File: src/rtl/issue_pkg.sv
// Shared encodings for the issue-select block: functional-unit classes and
// data-unit handshake states.
package issue_pkg;

    typedef enum logic [1:0] {
        CLS_ALU  = 2'b00,
        CLS_BU   = 2'b01,
        CLS_DU   = 2'b10,
        CLS_NONE = 2'b11
    } fu_cls_e;

    typedef enum logic {
        DU_IDLE = 1'b0,
        DU_WAIT = 1'b1
    } du_state_e;

endpackage

File: src/rtl/age_pick.sv
// Circular find-first over a DEPTH-bit request vector, starting at head and
// wrapping DEPTH-1 -> 0; the entry closest to head in age order wins.
module age_pick
    import issue_pkg::*;
#(
    parameter int DEPTH = 16,
    parameter int IDX_W = $clog2(DEPTH)
) (
    input  logic [DEPTH-1:0] vec,
    input  logic [IDX_W-1:0] head,
    output logic             found,
    output logic [IDX_W-1:0] idx
);

    logic [IDX_W:0] pos;

    // Scan from youngest to oldest so the oldest hit is the last assignment.
    always_comb begin
        found = 1'b0;
        idx   = '0;
        pos   = '0;
        for (int k = DEPTH - 1; k >= 0; k--) begin
            pos = {1'b0, head} + (IDX_W + 1)'(k);
            if (pos >= (IDX_W + 1)'(DEPTH))
                pos = pos - (IDX_W + 1)'(DEPTH);
            if (vec[pos[IDX_W-1:0]]) begin
                found = 1'b1;
                idx   = pos[IDX_W-1:0];
            end
        end
    end

endmodule

File: src/rtl/issue_select.sv
// Age-ordered issue select for two ALUs, one branch unit and one data unit.
// Optional stall counter enabled by defining ISSUE_SELECT_PERF_EN.
module issue_select
    import issue_pkg::*;
#(
    parameter int DEPTH = 16,
    parameter int IDX_W = $clog2(DEPTH)
) (
    input  logic               clk,
    input  logic               rst,
    input  logic               flush,
    input  logic [DEPTH-1:0]   req_ready,
    input  logic [2*DEPTH-1:0] req_class,
    input  logic [IDX_W-1:0]   head_ptr,
    input  logic               du_busy,
    input  logic               du_done,
    output logic               alu0_en,
    output logic               alu1_en,
    output logic               bu_en,
    output logic               du_en,
    output logic [IDX_W-1:0]   alu0_idx,
    output logic [IDX_W-1:0]   alu1_idx,
    output logic [IDX_W-1:0]   bu_idx,
    output logic [IDX_W-1:0]   du_idx,
`ifdef ISSUE_SELECT_PERF_EN
    output logic [15:0]        stall_cnt,
`endif
    output logic [DEPTH-1:0]   sel_mask
);

    function automatic logic [DEPTH-1:0] onehot(input logic [IDX_W-1:0] i);
        onehot    = '0;
        onehot[i] = 1'b1;
    endfunction

    du_state_e        du_state;
    logic [DEPTH-1:0] cand_p0, alu_vec_p0, alu_rem_p0, bu_vec_p0, du_vec_p0;
    logic             alu0_found_p0, alu1_found_p0, bu_found_p0, du_found_p0;
    logic [IDX_W-1:0] alu0_pick_p0, alu1_pick_p0, bu_pick_p0, du_pick_p0;
    logic             du_grant_p0;
    logic [DEPTH-1:0] sel_p0;

    // ---- stage p0: candidate split by class (sel_mask doubles as inflight mask)
    assign cand_p0 = req_ready & ~sel_mask;

    always_comb begin
        alu_vec_p0 = '0;
        bu_vec_p0  = '0;
        du_vec_p0  = '0;
        for (int i = 0; i < DEPTH; i++) begin
            case (fu_cls_e'(req_class[2*i +: 2]))
                CLS_ALU: alu_vec_p0[i] = cand_p0[i];
                CLS_BU:  bu_vec_p0[i]  = cand_p0[i];
                CLS_DU:  du_vec_p0[i]  = cand_p0[i];
                default: ;
            endcase
        end
    end

    age_pick #(.DEPTH(DEPTH), .IDX_W(IDX_W)) u_pick_alu0 (
        .vec(alu_vec_p0), .head(head_ptr), .found(alu0_found_p0), .idx(alu0_pick_p0)
    );

    assign alu_rem_p0 = alu_vec_p0 & ~onehot(alu0_pick_p0);

    age_pick #(.DEPTH(DEPTH), .IDX_W(IDX_W)) u_pick_alu1 (
        .vec(alu_rem_p0), .head(head_ptr), .found(alu1_found_p0), .idx(alu1_pick_p0)
    );

    age_pick #(.DEPTH(DEPTH), .IDX_W(IDX_W)) u_pick_bu (
        .vec(bu_vec_p0), .head(head_ptr), .found(bu_found_p0), .idx(bu_pick_p0)
    );

    age_pick #(.DEPTH(DEPTH), .IDX_W(IDX_W)) u_pick_du (
        .vec(du_vec_p0), .head(head_ptr), .found(du_found_p0), .idx(du_pick_p0)
    );

    assign du_grant_p0 = du_found_p0 && (du_state == DU_IDLE) && !du_busy;

    assign sel_p0 = (alu0_found_p0 ? onehot(alu0_pick_p0) : '0)
                  | (alu1_found_p0 ? onehot(alu1_pick_p0) : '0)
                  | (bu_found_p0   ? onehot(bu_pick_p0)   : '0)
                  | (du_grant_p0   ? onehot(du_pick_p0)   : '0);

    // ---- stage p1: registered grants and DU handshake state
    always_ff @(posedge clk) begin
        if (!rst || flush) begin
            alu0_en  <= 1'b0;
            alu1_en  <= 1'b0;
            bu_en    <= 1'b0;
            du_en    <= 1'b0;
            alu0_idx <= '0;
            alu1_idx <= '0;
            bu_idx   <= '0;
            du_idx   <= '0;
            sel_mask <= '0;
            du_state <= DU_IDLE;
        end else begin
            alu0_en  <= alu0_found_p0;
            alu1_en  <= alu1_found_p0;
            bu_en    <= bu_found_p0;
            du_en    <= du_grant_p0;
            alu0_idx <= alu0_found_p0 ? alu0_pick_p0 : '0;
            alu1_idx <= alu1_found_p0 ? alu1_pick_p0 : '0;
            bu_idx   <= bu_found_p0   ? bu_pick_p0   : '0;
            du_idx   <= du_grant_p0   ? du_pick_p0   : '0;
            sel_mask <= sel_p0;
            case (du_state)
                DU_IDLE: if (du_grant_p0) du_state <= DU_WAIT;
                DU_WAIT: if (du_done)     du_state <= DU_IDLE;
                default:                  du_state <= DU_IDLE;
            endcase
        end
    end

`ifdef ISSUE_SELECT_PERF_EN
    always_ff @(posedge clk) begin
        if (!rst)
            stall_cnt <= '0;
        else if ((cand_p0 != '0) && (sel_p0 == '0) && (stall_cnt != 16'hFFFF))
            stall_cnt <= stall_cnt + 16'd1;
    end
`endif

endmodule

File: config.mk
export PLATFORM = sky130hd
export DESIGN_NAME = issue_select
export DESIGN_NICKNAME = d
export VERILOG_FILES = /design/src/rtl/issue_pkg.sv /design/src/rtl/age_pick.sv /design/src/rtl/issue_select.sv
export SDC_FILE = /design/constraint.sdc
export NUM_CORES = 1
export LEC_CHECK = 0
export BUFFER_PORTS_ARGS = -buffer_cell sky130_fd_sc_hd__buf_2
export CELL_PAD_IN_SITES_DETAIL_PLACEMENT = 1
export CELL_PAD_IN_SITES_GLOBAL_PLACEMENT = 2
export CORE_AREA = 3 3 187 189
export CTS_CLUSTER_DIAMETER = 200
export DETAILED_ROUTE_END_ITERATION = 7
export DIE_AREA = 0 0 190 192
export GPL_ROUTABILITY_DRIVEN = 0
export GPL_TIMING_DRIVEN = 0
export HOLD_SLACK_MARGIN = 0.12
export PLACE_DENSITY_LB_ADDON = 0.1
export SLEW_MARGIN = 10
export SYNTH_ARGS = -nofsm -noshare
export SYNTH_HDL_FRONTEND = slang
export SYNTH_SLANG_ARGS = --single-unit
File: constraint.sdc
create_clock -name clk -period 7.05 [get_ports clk]
set_input_delay 0 -clock clk [delete_from_list [all_inputs] [get_ports clk]]
set_output_delay 0 -clock clk [all_outputs]
set_load 0.02 [all_outputs]
==> key figures, run 1 <==
Run status
  – Status: completed

Yosys
  – Cell count after synthesis: roughly 1500
  – Synth cell types: between 100 and 150
  – Syn nets: 1529
  – Ys Warns: 0
  – Cell area after synthesis: about 11000 sq um
  – Post-synth EDFFs: 0
  – Sequential-to-total area share from yosys stat: just under 7%
  – Ys async rst share: 0%
  – Syn Area/Cell: 7.52 sq um
  – Main synth FF type: dfxtp_1
  – Synthesis-stage register bit count: 37

Worst setup path
  – Worst Setup Start Kind: input pin
  – Cell family with most CP delay: compound AO/OA/AOI/OAI gates
  – R2R cell count: 21
  – Crit Path Max Fanout: 10
  – Slowest CP cell: mux4_2
  – CP Capture Type: flop
  – RR Startpoint: sel_mask[11]$_SDFF_PP0_
  – Crit path buf inv count: 10
  – Worst Path Arrival: roughly 7.2 ns
  – Critical R2R Capture: sel_mask[7]$_SDFF_PP0_
  – Worst EP required: 7.21 ns
  – Setup Crit Path Kind: input pin to flop
  – R2r setup slk: approximately 0.030 ns
  – Crit-path max cell delay: slightly above 0.6 ns

Placement
  – Post-DP HPWL: ~54000 microns
  – DP Cell Count: between 2000 and 2500
  – Port bufs: 92

Floorplanning
  – Die H: ~190 microns
  – Cell row count: 67
  – Die X: 190 microns
  – Initial Util: roughly 33%
  – Core outline area: approximately 33000 sq um
  – Die area: between 30000 and 40000 sq um
  – Top-level I/O count: 93

Clock network
  – Clock transition at path regs: 0.06 ns
  – CTS buffer count: 5
  – Sink Count: 37
  – CTS HTree Levels: 2
  – CTS root buffer: clkbuf_16
  – Clock insertion delay at the later pin of the skew report: around 0.30 ns
  – CTS tree: done
  – Max Root-Sink Buffers: 2

Timing
  – Slew @ Worst Pin: 1.19 ns
  – Finish-stage setup viols: 0
  – Final period utilization: between 90% and 100%
  – Final worst path period need: about 7 ns
  – Slew Viols, Final: 0
  – Max Freq: roughly 0.14 GHz
  – Final setup TNS: 0 ns
  – Setup Skew: approximately 0.0072 ns
  – Slew HR: 20.1%
  – Final Hold Viols: 0

GRT
  – Initial antenna violation count: 0
  – First-pass GRT wire length: about 99000 microns
  – GRT Total Usage: 36.5%
  – Vias in the first global route: approximately 14000
  – GRT overflow: 0
  – Pin count of the biggest net entering global routing: 16

Layout
  – Fillers: 3963
  – Final non-filler cell total: 2088
  – Layout cells sized above 1: 32.1%
  – Total Nets Final: 1702
  – Synth-to-layout area growth: 31.1%
  – Register Area: ~740 sq um
  – Area of the multi-input gates: around 11000 sq um

Pwr
  – Logic gate share of total power: roughly 80%
  – VDD IR max: 0.147 mV
  – Clock Power Share: between 9 and 10%
  – Internal: 1.26 mW
  – PD cells: ~200 nW/um^2
  – Switching pwr: approximately 1.6 mW
  – Sequential Power Share: approximately a tenth
  – Leak: slightly above 5 nW
  – Switching share of power: a little under three fifths

Hold path
  – Hold depth: 4
  – Hold wc startpoint: flush
  – Endpoint, Worst Hold: alu0_idx[3]$_SDFF_PP0_
  – Worst hold path class: input pin to flop

Route
  – Post-route ant nets: 0
  – DR iter-0 viols: approximately 1700
  – Avg WL per Cell: between 30 and 40 microns
  – Remaining DRCs: 0
  – Via count: approximately 15000
  – Pre-antenna DRT Iters: 6
  – Via density: a little over 7
  – Routed WL: about 69000 microns

Run
  – Max_cap viols: 0
==> metrics by stage <==
| step | instance area (sq um) | util, % | setup slack [ns] | hold WS, ns | power (mW) |
|---|---|---|---|---|---|
| 2_1_floorplan | 11000 | - | 0.0519 | 0.182 | 1.44 |
| 3_3_place_gp | 12000 | 36.0 | -4.89 | 0.283 | 2.06 |
| 3_5_place_dp | 12100 | 36.1 | -4.96 | 0.273 | 2.08 |
| 4_1_cts | 13900 | 41.4 | 0.00863 | 0.205 | 2.70 |
| 5_1_grt | 14400 | 43.1 | -0.0975 | 0.240 | 3.01 |
| 6_report | 14400 | 43.2 | 0.0113 | 0.211 | 2.90 |
==> worst max-delay path by stage <==
stage                                        from                       to  depth (start not counted)
final                                 head_ptr[0]   sel_mask[7]$_SDFF_PP0_                         28
after global routing      sel_mask[11]$_SDFF_PP0_  sel_mask[14]$_SDFF_PP0_                         22
after detailed placement              head_ptr[1]   sel_mask[2]$_SDFF_PP0_                         28
after floorplan                       head_ptr[1]  sel_mask[12]$_SDFF_PP0_                         29
after global placement                head_ptr[1]   sel_mask[2]$_SDFF_PP0_                         27
after CTS                 sel_mask[10]$_SDFF_PP0_   sel_mask[4]$_SDFF_PP0_                         20
==> sequential cells by signal (all words and copies together), names as in the netlist <==
| register | count |
|---|---|
| alu0_idx | 4 |
| bu_idx | 4 |
| du_idx | 4 |
| alu0_en | 1 |
| du_state | 1 |
| du_en | 1 |
| sel_mask | 16 |
| alu1_idx | 4 |
| bu_en | 1 |
| alu1_en | 1 |
==> power groups by stage <==
stage	Clock [mW]	Sequential, mW	Combinational [mW]
6_report	0.268	0.273	2.36
5_1_grt	0.280	0.279	2.45
4_1_cts	0.275	0.273	2.16
3_5_place_dp	0	0.276	1.80
3_3_place_gp	0	0.273	1.78
2_1_floorplan	0	0.302	1.14
==> routing by layer <==
layer,vias to the layer above,part of all wire [%],global-route usage [%]
met1,7457,40,47.8
met3,252,11,9.07
met4,0,6.7,19.0
met2,1001,42,55.6
met5,-,0,0
li1,6272,-,-
==> cells in the final DEF (no fill, tap or decap), types with 34 or more instances in the layout <==
cell type	instances
a21oi_1	72
o21ai_0	67
nand2_1	123
buf_2	95
dfxtp_1	37
buf_4	79
nor3_1	41
clkbuf_1	48
mux2i_1	34
mux4_2	66
nand3_1	37
nor2_1	161
==> worst reg2reg max path: stages (launching register included) <==
cell and delay, ns:
dfxtp_1 0.37, or4b_1 0.86, o22ai_2 0.43, o21ai_0 0.27
a21oi_1 0.48, o21ai_0 0.19, a221oi_2 0.27, a211oi_2 0.12
a2111o_1 0.50, buf_6 0.19, a2111oi_4 0.28, buf_4 0.22
buf_4 0.14, o221ai_1 0.27, o2111ai_1 0.25, o31a_1 0.23
nand3_2 0.15, or2_1 0.29, o311ai_2 0.31, a21oi_2 0.17
or3b_4 0.47, o31ai_4 0.44
==> cell usage after synthesis (7+ instances only) <==
cell / number / area share [%]
buf_2: 7 / 0.32
a311oi_1: 9 / 0.72
a211oi_1: 32 / 2.2
mux4_2: 66 / 14
inv_1: 23 / 0.78
nor2b_1: 13 / 0.74
nor4_1: 9 / 0.51
and2_1: 17 / 0.97
o22a_1: 9 / 0.72
nor2_1: 175 / 6.0
a31oi_1: 19 / 1.1
clkbuf_1: 78 / 2.7
a21o_1: 14 / 0.95
nor4bb_1: 32 / 2.9
dfxtp_1: 37 / 6.7
o211ai_1: 18 / 1.2
ha_1: 7 / 0.80
buf_1: 18 / 0.61
a221oi_1: 14 / 1.1
a22oi_1: 19 / 1.3
nand3_1: 40 / 1.8
o31ai_1: 21 / 1.4
o21a_1: 12 / 0.82
nand2_1: 126 / 4.3
o21ai_1: 8 / 0.36
o221ai_1: 11 / 0.87
o22ai_1: 43 / 2.4
o2111ai_1: 12 / 0.95
a211o_1: 7 / 0.56
o32ai_1: 18 / 1.4
a21oi_1: 84 / 3.8
a2111oi_4: 7 / 1.7
mux2i_1: 35 / 3.2
nand2b_1: 19 / 1.1
nor4b_1: 13 / 1.0
xnor2_1: 11 / 0.87
o21ai_0: 78 / 3.5
mux2_2: 16 / 1.6
or2_2: 20 / 1.1
nand4_1: 10 / 0.57
or3_1: 14 / 0.80
nor3_1: 46 / 2.1
and3_1: 7 / 0.40
or4b_1: 14 / 1.3
or4bb_1: 32 / 3.3
==> cell type report <==
cell class | instances | share of cell area [%]
Timing Repair Buffer | 176 | 8.12
Sequential cell | 37 | 5.13
Tap cell | 448 | 3.88
Buffer | 98 | 4.51
Antenna cell | 1 | 0.0173
Inverter | 26 | 0.902
Multi-Input combinational cell | 1294 | 76.3
Clock buffer | 5 | 0.867
Clock inverter | 3 | 0.303
==> kinds of logic (layout without fill, tap and decap cells) <==
logic type | Yosys count | after routing | synth area share [%]
flops | 37 | 37 | 6.73
other cells | 0 | 1 | 0
buf+inv | 134 | 308 | 4.89
xor+xnor | 14 | 14 | 1.11
mux | 118 | 118 | 18.4
simple gates | 621 | 621 | 31.6
compound gates | 534 | 534 | 36.4
fa+ha+maj | 7 | 7 | 0.795
==> repair_timing <==
item	in CTS	in global routing
gates resized for setup	235	82
cloned	1	0
pin swaps	36	28
endpoints found under the setup margin	34	18
hold buffers	1	0
endpoints found under the hold margin	1	0
setup buffers	56	24
Power figures use the tool's default switching activity.
==> inputs of run 2 (changes only) <==
--- a/config.mk
+++ b/config.mk
@@ -15,7 +15,7 @@
 export GPL_ROUTABILITY_DRIVEN = 0
 export GPL_TIMING_DRIVEN = 0
 export HOLD_SLACK_MARGIN = 0.12
-export PLACE_DENSITY_LB_ADDON = 0.1
+export PLACE_DENSITY_LB_ADDON = 0.25
 export SLEW_MARGIN = 10
 export SYNTH_ARGS = -nofsm -noshare
 export SYNTH_HDL_FRONTEND = slang
==> key figures, run 2 (synthesis gave the netlist of run 1 again) <==
GRT
  – GRT Total Usage: 35.8% (-0.79 points)
  – Initial antenna violation count: 2 (+2)
  – First-pass GRT wire length: 97700 microns (-1.5%)
  – GRT overflow: 0 (unchanged)
  – Pin count of the biggest net entering global routing: 16 (unchanged)
  – Vias in the first global route: 14444 (+0.51%)

Route
  – DR iter-0 viols: 1861 (+6.6%)
  – Met2 wire len: 28900 microns (-1.0%)
  – Remaining DRCs: 0 (unchanged)
  – Avg WL per Cell: 32.9 microns (-0.87%)
  – Met3 wire length: 8190 microns (+5.6%)
  – Highest routed layer: met5
  – Post-route ant nets: 0 (unchanged)
  – Via density: 7.28 (+1.5%)
  – Pre-antenna DRT Iters: 5 (-1)
  – Metal-1 WL: 26500 microns (-4.3%)
  – Via count: 15207 (+1.5%)
  – Routed WL: 68700 microns (-0.87%)

Clock network
  – Sink Count: 37 (unchanged)
  – CTS tree: done
  – CTS HTree Levels: 2 (unchanged)
  – CTS buffer count: 5 (unchanged)
  – CTS root buffer: clkbuf_16
  – Max Root-Sink Buffers: 2 (unchanged)
  – Clock transition at path regs: 0.07 ns (about the same)
  – Clock insertion delay at the later pin of the skew report: 0.30 ns (about the same)

Run
  – Max_cap viols: 0 (unchanged)

Layout
  – Fillers: 4044 (+2.0%)
  – Total Nets Final: 1703 (+0.059%)
  – Most common cell after layout, fill and taps aside: nor2_1
  – Finished layout cell area: 14500 sq um (+0.60%)
  – Largest Register: sel_mask
  – Layout cells sized above 1: 32.6% (+0.53 points)
  – Most frequent cells in the layout: nor2_1, nand2_1, buf_2
  – Largest register FFs: 16 (unchanged)
  – Synth-to-layout area growth: 31.9%
  – N_diodes: 0 (-1)

Timing
  – Final setup TNS: -0.0388 ns (-0.0388 ns)
  – Fin worst setup slack: -0.0263 ns (-0.0376 ns)
  – Finish-stage setup viols: 2 (+2)
  – RSZ-0062 raised after global routing: yes
  – Setup Skew: 0.00872 ns (+0.00149 ns)
  – Slew Viols, Final: 0 (unchanged)
  – Final period utilization: 100% (+0.53 points)
  – Final worst path period need: 7.08 ns (+0.0376 ns)
  – Final Hold Viols: 0 (unchanged)
  – Slew @ Worst Pin: 1.32 ns (+0.138 ns)
  – Slew HR: 11.1% (-9.0 points)
  – Max Freq: 0.141 GHz (-0.53%)
  – Hold slack final: 0.237 ns (+0.0262 ns)

Floorplanning
  – Die X: 190 microns (unchanged)
  – Core outline area: 33400 sq um (unchanged)
  – Initial Util: 32.9% (unchanged)
  – Die H: 192 microns (unchanged)
  – Top-level I/O count: 93 (unchanged)
  – Cell row count: 67 (unchanged)
  – Die area: 36500 sq um (unchanged)

Pwr
  – Switching pwr: 1.68 mW (+2.6%)
  – Clock Power Share: 10.4% (+1.2 points)
  – Internal: 1.31 mW (+3.8%)
  – Logic gate share of total power: 80.4% (-0.9 points)
  – Switching share of power: 56.3% (-0.26 points)
  – Sequential Power Share: 9.2% (-0.2 points)
  – Leak: 5.07 nW (+0.15%)
  – VDD IR max: 0.206 mV (+40%)
  – PD cells: 206 nW/um^2 (+2.5%)
  – Final total power: 2.99 mW (+3.1%)

Worst setup path
  – R2R cell count: 21 (unchanged)
  – Critical R2R Capture: sel_mask[4]$_SDFF_PP0_
  – Worst EP required: 7.22 ns (about the same)
  – Setup Crit Path Kind: flop to flop
  – RR Startpoint: sel_mask[8]$_SDFF_PP0_
  – CP Capture Type: flop
  – Worst Path Arrival: 7.25 ns (+0.06 ns)
  – Worst Setup Start Kind: flop
  – R2r setup slk: -0.03 ns (-0.06 ns)
  – Crit Path Max Fanout: 9 (-1)

Placement
  – Port bufs: 92 (unchanged)
  – DP Area: 12100 sq um (about the same)
  – Post-DP HPWL: 52900 microns (-1.3%)
  – Placement Setup Slack: -4.92 ns (+0.0373 ns)

Hold path
  – Hold depth: 4 (unchanged)
  – Hold wc startpoint: flush
  – Worst hold path class: input pin to flop
  – Endpoint, Worst Hold: alu0_idx[0]$_SDFF_PP0_

Run status
  – Failing checks: setup timing
  – Status: finished with violations
[run 2: cell types whose count changed in the layout (fill, tap and decap cells not counted), moves of 3 or more]
cell and delta:
buf_6 +4, nor4b_2 -3, a2111oi_4 +3, clkbuf_2 -3
o32ai_1 -4, o22ai_4 -3, a2111oi_2 -3, o311ai_1 -3
o32ai_2 +4, o22ai_1 +3, o311ai_2 +3
[run 2: stage by stage]
| step | util, % | cells |
|---|---|---|
| 2_1_floorplan | - | 1465 |
| 3_3_place_gp | 36.0 | 2005 |
| 3_5_place_dp | 36.1 | 2006 |
| 4_1_cts | 40.9 | 2063 |
| 5_1_grt | 43.4 | 2088 |
| 6_report | 43.4 | 2088 |
[run 2: worst max path at each step]
| stage | startpoint | to | slack (ns) | depth (start not counted) |
|---|---|---|---|---|
| after floorplan | head_ptr[1] | sel_mask[12]$_SDFF_PP0_ | 0.05 | 29 |
| after global placement | head_ptr[1] | sel_mask[6]$_SDFF_PP0_ | -5.05 | 28 |
| after detailed placement | head_ptr[1] | sel_mask[4]$_SDFF_PP0_ | -4.92 | 28 |
| after CTS | sel_mask[13]$_SDFF_PP0_ | sel_mask[2]$_SDFF_PP0_ | 0.01 | 22 |
| after global routing | head_ptr[0] | sel_mask[10]$_SDFF_PP0_ | -0.08 | 30 |
| final | sel_mask[8]$_SDFF_PP0_ | sel_mask[4]$_SDFF_PP0_ | -0.03 | 21 |
[run 2: repair_timing]
action / CTS / global route
endpoints found under the setup margin: 33 / 18
gates resized for setup: 207 / 131
pin swaps: 30 / 42
hold buffers: 1 / 0
buffers inserted: 52 / 29
hold endpoints to repair: 1 / 0
[run 2: routing by layer]
layer  track usage [%]  vias up
li1                  -     6274
met1              46.4     7528
met2              54.9     1129
met3              8.18      274
met4              19.6        2
met5                 0        -
[run 2: power groups by stage]
stage / Combinational [mW] / Sequential (mW) / Clock, mW
2_1_floorplan: 1.14 / 0.302 / 0
6_report: 2.40 / 0.275 / 0.311
3_5_place_dp: 1.79 / 0.277 / 0
5_1_grt: 2.48 / 0.279 / 0.319
4_1_cts: 2.11 / 0.274 / 0.320
3_3_place_gp: 1.77 / 0.275 / 0
[run 2: layout make-up]
class | count | area (sq um) | share of cell area, %
clock buffers | 5 | 125 | 0.862
plain buffers | 100 | 606 | 4.17
flip-flops and latches | 37 | 742 | 5.11
multi-input cells | 1294 | 11100 | 76.6
well taps | 448 | 561 | 3.86
repair buffers | 175 | 1170 | 8.07
clock inverters | 3 | 68.8 | 0.474
inverters | 26 | 118 | 0.810
[run 2: worst max-delay path: stages, from the launching register on]
cell	delay [ns]
dfxtp_1	0.43
or4b_1	0.14
clkbuf_1	0.51
o22ai_1	0.33
or2_2	0.42
mux4_2	0.62
o211ai_1	0.23
nand4b_1	0.16
a32oi_2	0.33
o21a_1	0.27
buf_8	0.21
a2111oi_4	0.09
buf_4	0.19
nand2b_1	0.16
mux4_2	0.57
mux2_2	0.33
o211a_1	0.22
o311ai_2	0.31
a311oi_2	0.18
o31ai_4	0.32
or3b_4	0.49
o31ai_4	0.42
==> inputs of run 3 (changes only) <==
--- a/config.mk
+++ b/config.mk
@@ -5,13 +5,14 @@
 export SDC_FILE = /design/constraint.sdc
 export NUM_CORES = 1
 export LEC_CHECK = 0
+export ABC_AREA = 1
 export BUFFER_PORTS_ARGS = -buffer_cell sky130_fd_sc_hd__buf_2
 export CELL_PAD_IN_SITES_DETAIL_PLACEMENT = 1
 export CELL_PAD_IN_SITES_GLOBAL_PLACEMENT = 2
-export CORE_AREA = 3 3 187 189
+export CORE_AREA = 3 3 177 179
 export CTS_CLUSTER_DIAMETER = 200
 export DETAILED_ROUTE_END_ITERATION = 7
-export DIE_AREA = 0 0 190 192
+export DIE_AREA = 0 0 180 182
 export GPL_ROUTABILITY_DRIVEN = 0
 export GPL_TIMING_DRIVEN = 0
 export HOLD_SLACK_MARGIN = 0.12
==> key figures, run 3 <==
Run status
  – Status: completed

Yosys
  – Most common cell in the netlist: nand2_1
  – Ys Warns: 0 (unchanged)
  – Ys async rst share: 0% (unchanged)
  – Syn nets: 1671 (+9.3%)
  – Share of the synthesized area in the top cell type: 24.3% (+11 points)
  – Main synth FF type: dfxtp_1
  – Synth area leaders: nand2_1, nand3_1, dfxtp_1
  – Post-synth EDFFs: 0 (unchanged)
  – Cell count after synthesis: 1607 (+9.7%)
  – Cell area after synthesis: 8060 sq um (-27%)
  – Synth cell types: 48 (-53%)
  – Sequential-to-total area share from yosys stat: 9.19% (+2.5 points)
  – Syn Area/Cell: 5.02 sq um (-33%)
  – Top cells by count, synth: nand2_1, nand3_1, inv_1
  – Post-synth top area cell: nand2_1
  – Synthesis-stage register bit count: 37 (unchanged)

Placement
  – Port bufs: 92 (unchanged)
  – Placement Setup Slack: -1.48 ns (+3.44 ns)
  – Post-DP HPWL: 37600 microns (-29%)
  – DP Cell Count: 2089 (+4.1%)

Floorplanning
  – Top-level I/O count: 93 (unchanged)
  – Die H: 182 microns (-5.2%)
  – Core outline area: 29700 sq um (-11%)
  – Cell row count: 63 (-6.0%)
  – Die X: 180 microns (-5.3%)
  – Initial Util: 27.1% (-5.8 points)
  – Die area: 32800 sq um (-10%)

Timing
  – Final Hold Viols: 0 (unchanged)
  – Slew @ Worst Pin: 1.08 ns (-0.243 ns)
  – Final period utilization: 91.6% (-8.8 points)
  – Slew HR: 27.2% (+16 points)
  – Setup Skew: 0.00629 ns (-0.00243 ns)
  – Max Freq: 0.155 GHz (+9.6%)
  – RSZ-0062 raised after global routing: no
  – Finish-stage setup viols: 0 (-2)
  – Hold slack final: 0.208 ns (-0.0292 ns)
  – Final worst path period need: 6.46 ns (-0.618 ns)
  – Slew Viols, Final: 0 (unchanged)
  – Fin worst setup slack: 0.592 ns (+0.618 ns)

Route
  – Remaining DRCs: 0 (unchanged)
  – Post-route ant nets: 0 (unchanged)
  – Via count: 11294 (-26%)
  – DR iter-0 viols: 665 (-64%)
  – Routed WL: 44900 microns (-35%)
  – Via density: 5.36 (-26%)
  – Pre-antenna DRT Iters: 5 (unchanged)
  – Avg WL per Cell: 21.3 microns (-35%)

Layout
  – Largest Register: sel_mask
  – Most frequent cells in the layout: nand2_1, nand3_1, inv_1
  – Total Nets Final: 1778 (+4.4%)
  – Fillers: 4206 (+4.0%)
  – Most common cell after layout, fill and taps aside: nand2_1
  – Synth-to-layout area growth: 15.3%
  – Final non-filler cell total: 2106 (+0.86%)
  – Largest register FFs: 16 (unchanged)
  – Layout cells sized above 1: 13.0% (-20 points)

Pwr
  – VDD IR max: 0.103 mV (-50%)
  – PD cells: 199 nW/um^2 (-3.2%)
  – Leak: 4.93 nW (-2.9%)

Run
  – Max_cap viols: 0 (unchanged)

Worst setup path
  – Worst EP required: 7.24 ns (+0.02 ns)
  – Worst Setup Start Kind: input pin
  – CP most frequent cell: o211ai_1
  – Crit-path max cell delay: 0.38 ns (-0.24 ns)
  – CP Capture Type: flop
  – Slowest CP cell: clkbuf_1
  – Setup Crit Path Kind: input pin to flop
  – Crit Path Max Fanout: 13 (+4)
  – Worst Path Arrival: 6.65 ns (-0.60 ns)

GRT
  – GRT Total Usage: 26.3% (-9.4 points)
  – Vias in the first global route: 11003 (-24%)
  – First-pass GRT wire length: 66800 microns (-32%)
  – GRT overflow: 0 (unchanged)
  – Pin count of the biggest net entering global routing: 14 (-2)
  – Initial antenna violation count: 1 (-1)

Clock network
  – Max Root-Sink Buffers: 2 (unchanged)
  – CTS root buffer: clkbuf_16
  – Clock transition at path regs: 0.06 ns (about the same)
  – Clock insertion delay at the later pin of the skew report: 0.29 ns (about the same)
  – CTS buffer count: 5 (unchanged)
  – CTS HTree Levels: 2 (unchanged)
  – Sink Count: 37 (unchanged)
  – CTS tree: done

Hold path
  – Worst hold path class: input pin to flop
## run 3: changes by cell type in the layout (fill, tap and decap cells not counted), sizes merged, moves of 31 or more
cell,change
nor4bb,-32
clkbuf,-31
a211oi,-34
buf,-82
or4bb,-32
mux4,-66
inv,+165
nand3,+227
o22ai,-43
nand2,+425
## run 3: per-layer routing
layer | part of all wire (%) | wire [microns] | track usage, % | vias to the layer above
li1 | - | - | - | 5490
met1 | 46 | 20500 | 34.7 | 5469
met2 | 47 | 21100 | 46.2 | 268
met3 | 4.1 | 1840 | 2.18 | 67
met4 | 3.1 | 1380 | 7.02 | 0
met5 | 0 | 0 | 0 | -
## run 3: through the flow
stage                     total power, mW  area, sq um  utilization, %  setup TNS [ns]
after global routing                 2.02         9300            31.3               0
after detailed placement             1.59         9010            30.3          -29.06
final                                1.85         9300            31.3               0
after floorplan                      1.17         8060               -               0
after CTS                            1.83         9200            31.0               0
after global placement               1.57         9010            30.3          -27.28
## run 3: cells by family after synthesis
| kind of cell | Yosys count | share of synthesized area [%] |
|---|---|---|
| buf+inv | 252 | 12.9 |
| compound gates | 277 | 19.3 |
| flops | 37 | 9.19 |
| fa+ha+maj | 7 | 1.09 |
| mux | 9 | 1.12 |
| xor+xnor | 7 | 1.74 |
| simple gates | 1018 | 54.7 |
## run 3: path summary, 6_finish.rpt
| check | cells after the start | to | from | slack, ns |
|---|---|---|---|---|
| max | 35 | sel_mask[13]$_SDFF_PP0_ | head_ptr[1] | 0.59 |
| min | 4 | du_en$_SDFF_PP0_ | du_busy | 0.21 |
| max reg2reg | 29 | sel_mask[0]$_SDFF_PP0_ | sel_mask[2]$_SDFF_PP0_ | 1.63 |
| min reg2reg | 2 | du_state$_SDFF_PP0_ | du_state$_SDFF_PP0_ | 0.48 |
## run 3: critical path: cells and delay by family
family,cells,cell delay [ns]
buffers and inverters,11,2.82
and+or+nand+nor,7,1.02
muxes,1,0.38
adders and majority gates,1,0.36
AOI/OAI and AO/OA,15,2.03
## run 3: final cells by class
cell class | count | area (sq um) | area share [%]
inverter | 191 | 734 | 7.90
clock buffer | 7 | 143 | 1.53
timing repair buffer | 100 | 528 | 5.68
tap | 390 | 488 | 5.25
buffer | 61 | 343 | 3.69
antenna | 2 | 5.00 | 0.0538
sequential | 37 | 741 | 7.96
multi-input combinational | 1318 | 6320 | 67.9
## run 3: where the power goes
| part | internal [mW] | switching, mW | total, mW | leakage, nW |
|---|---|---|---|---|
| Sequential | 0.231 | 0.0140 | 0.245 | 0.302 |
| Combinational | 0.391 | 0.988 | 1.38 | 4.55 |
| Clock | 0.139 | 0.0910 | 0.230 | 0.0700 |
## run 3: repair_timing
| item | CTS | global route |
|---|---|---|
| gates resized for setup | 8 | 30 |
| hold endpoints to repair | 3 | 0 |
| hold buffers | 3 | 0 |
| pin swaps | 0 | 1 |
| buffers inserted | 0 | 5 |
| endpoints found under the setup margin | 27 | 21 |
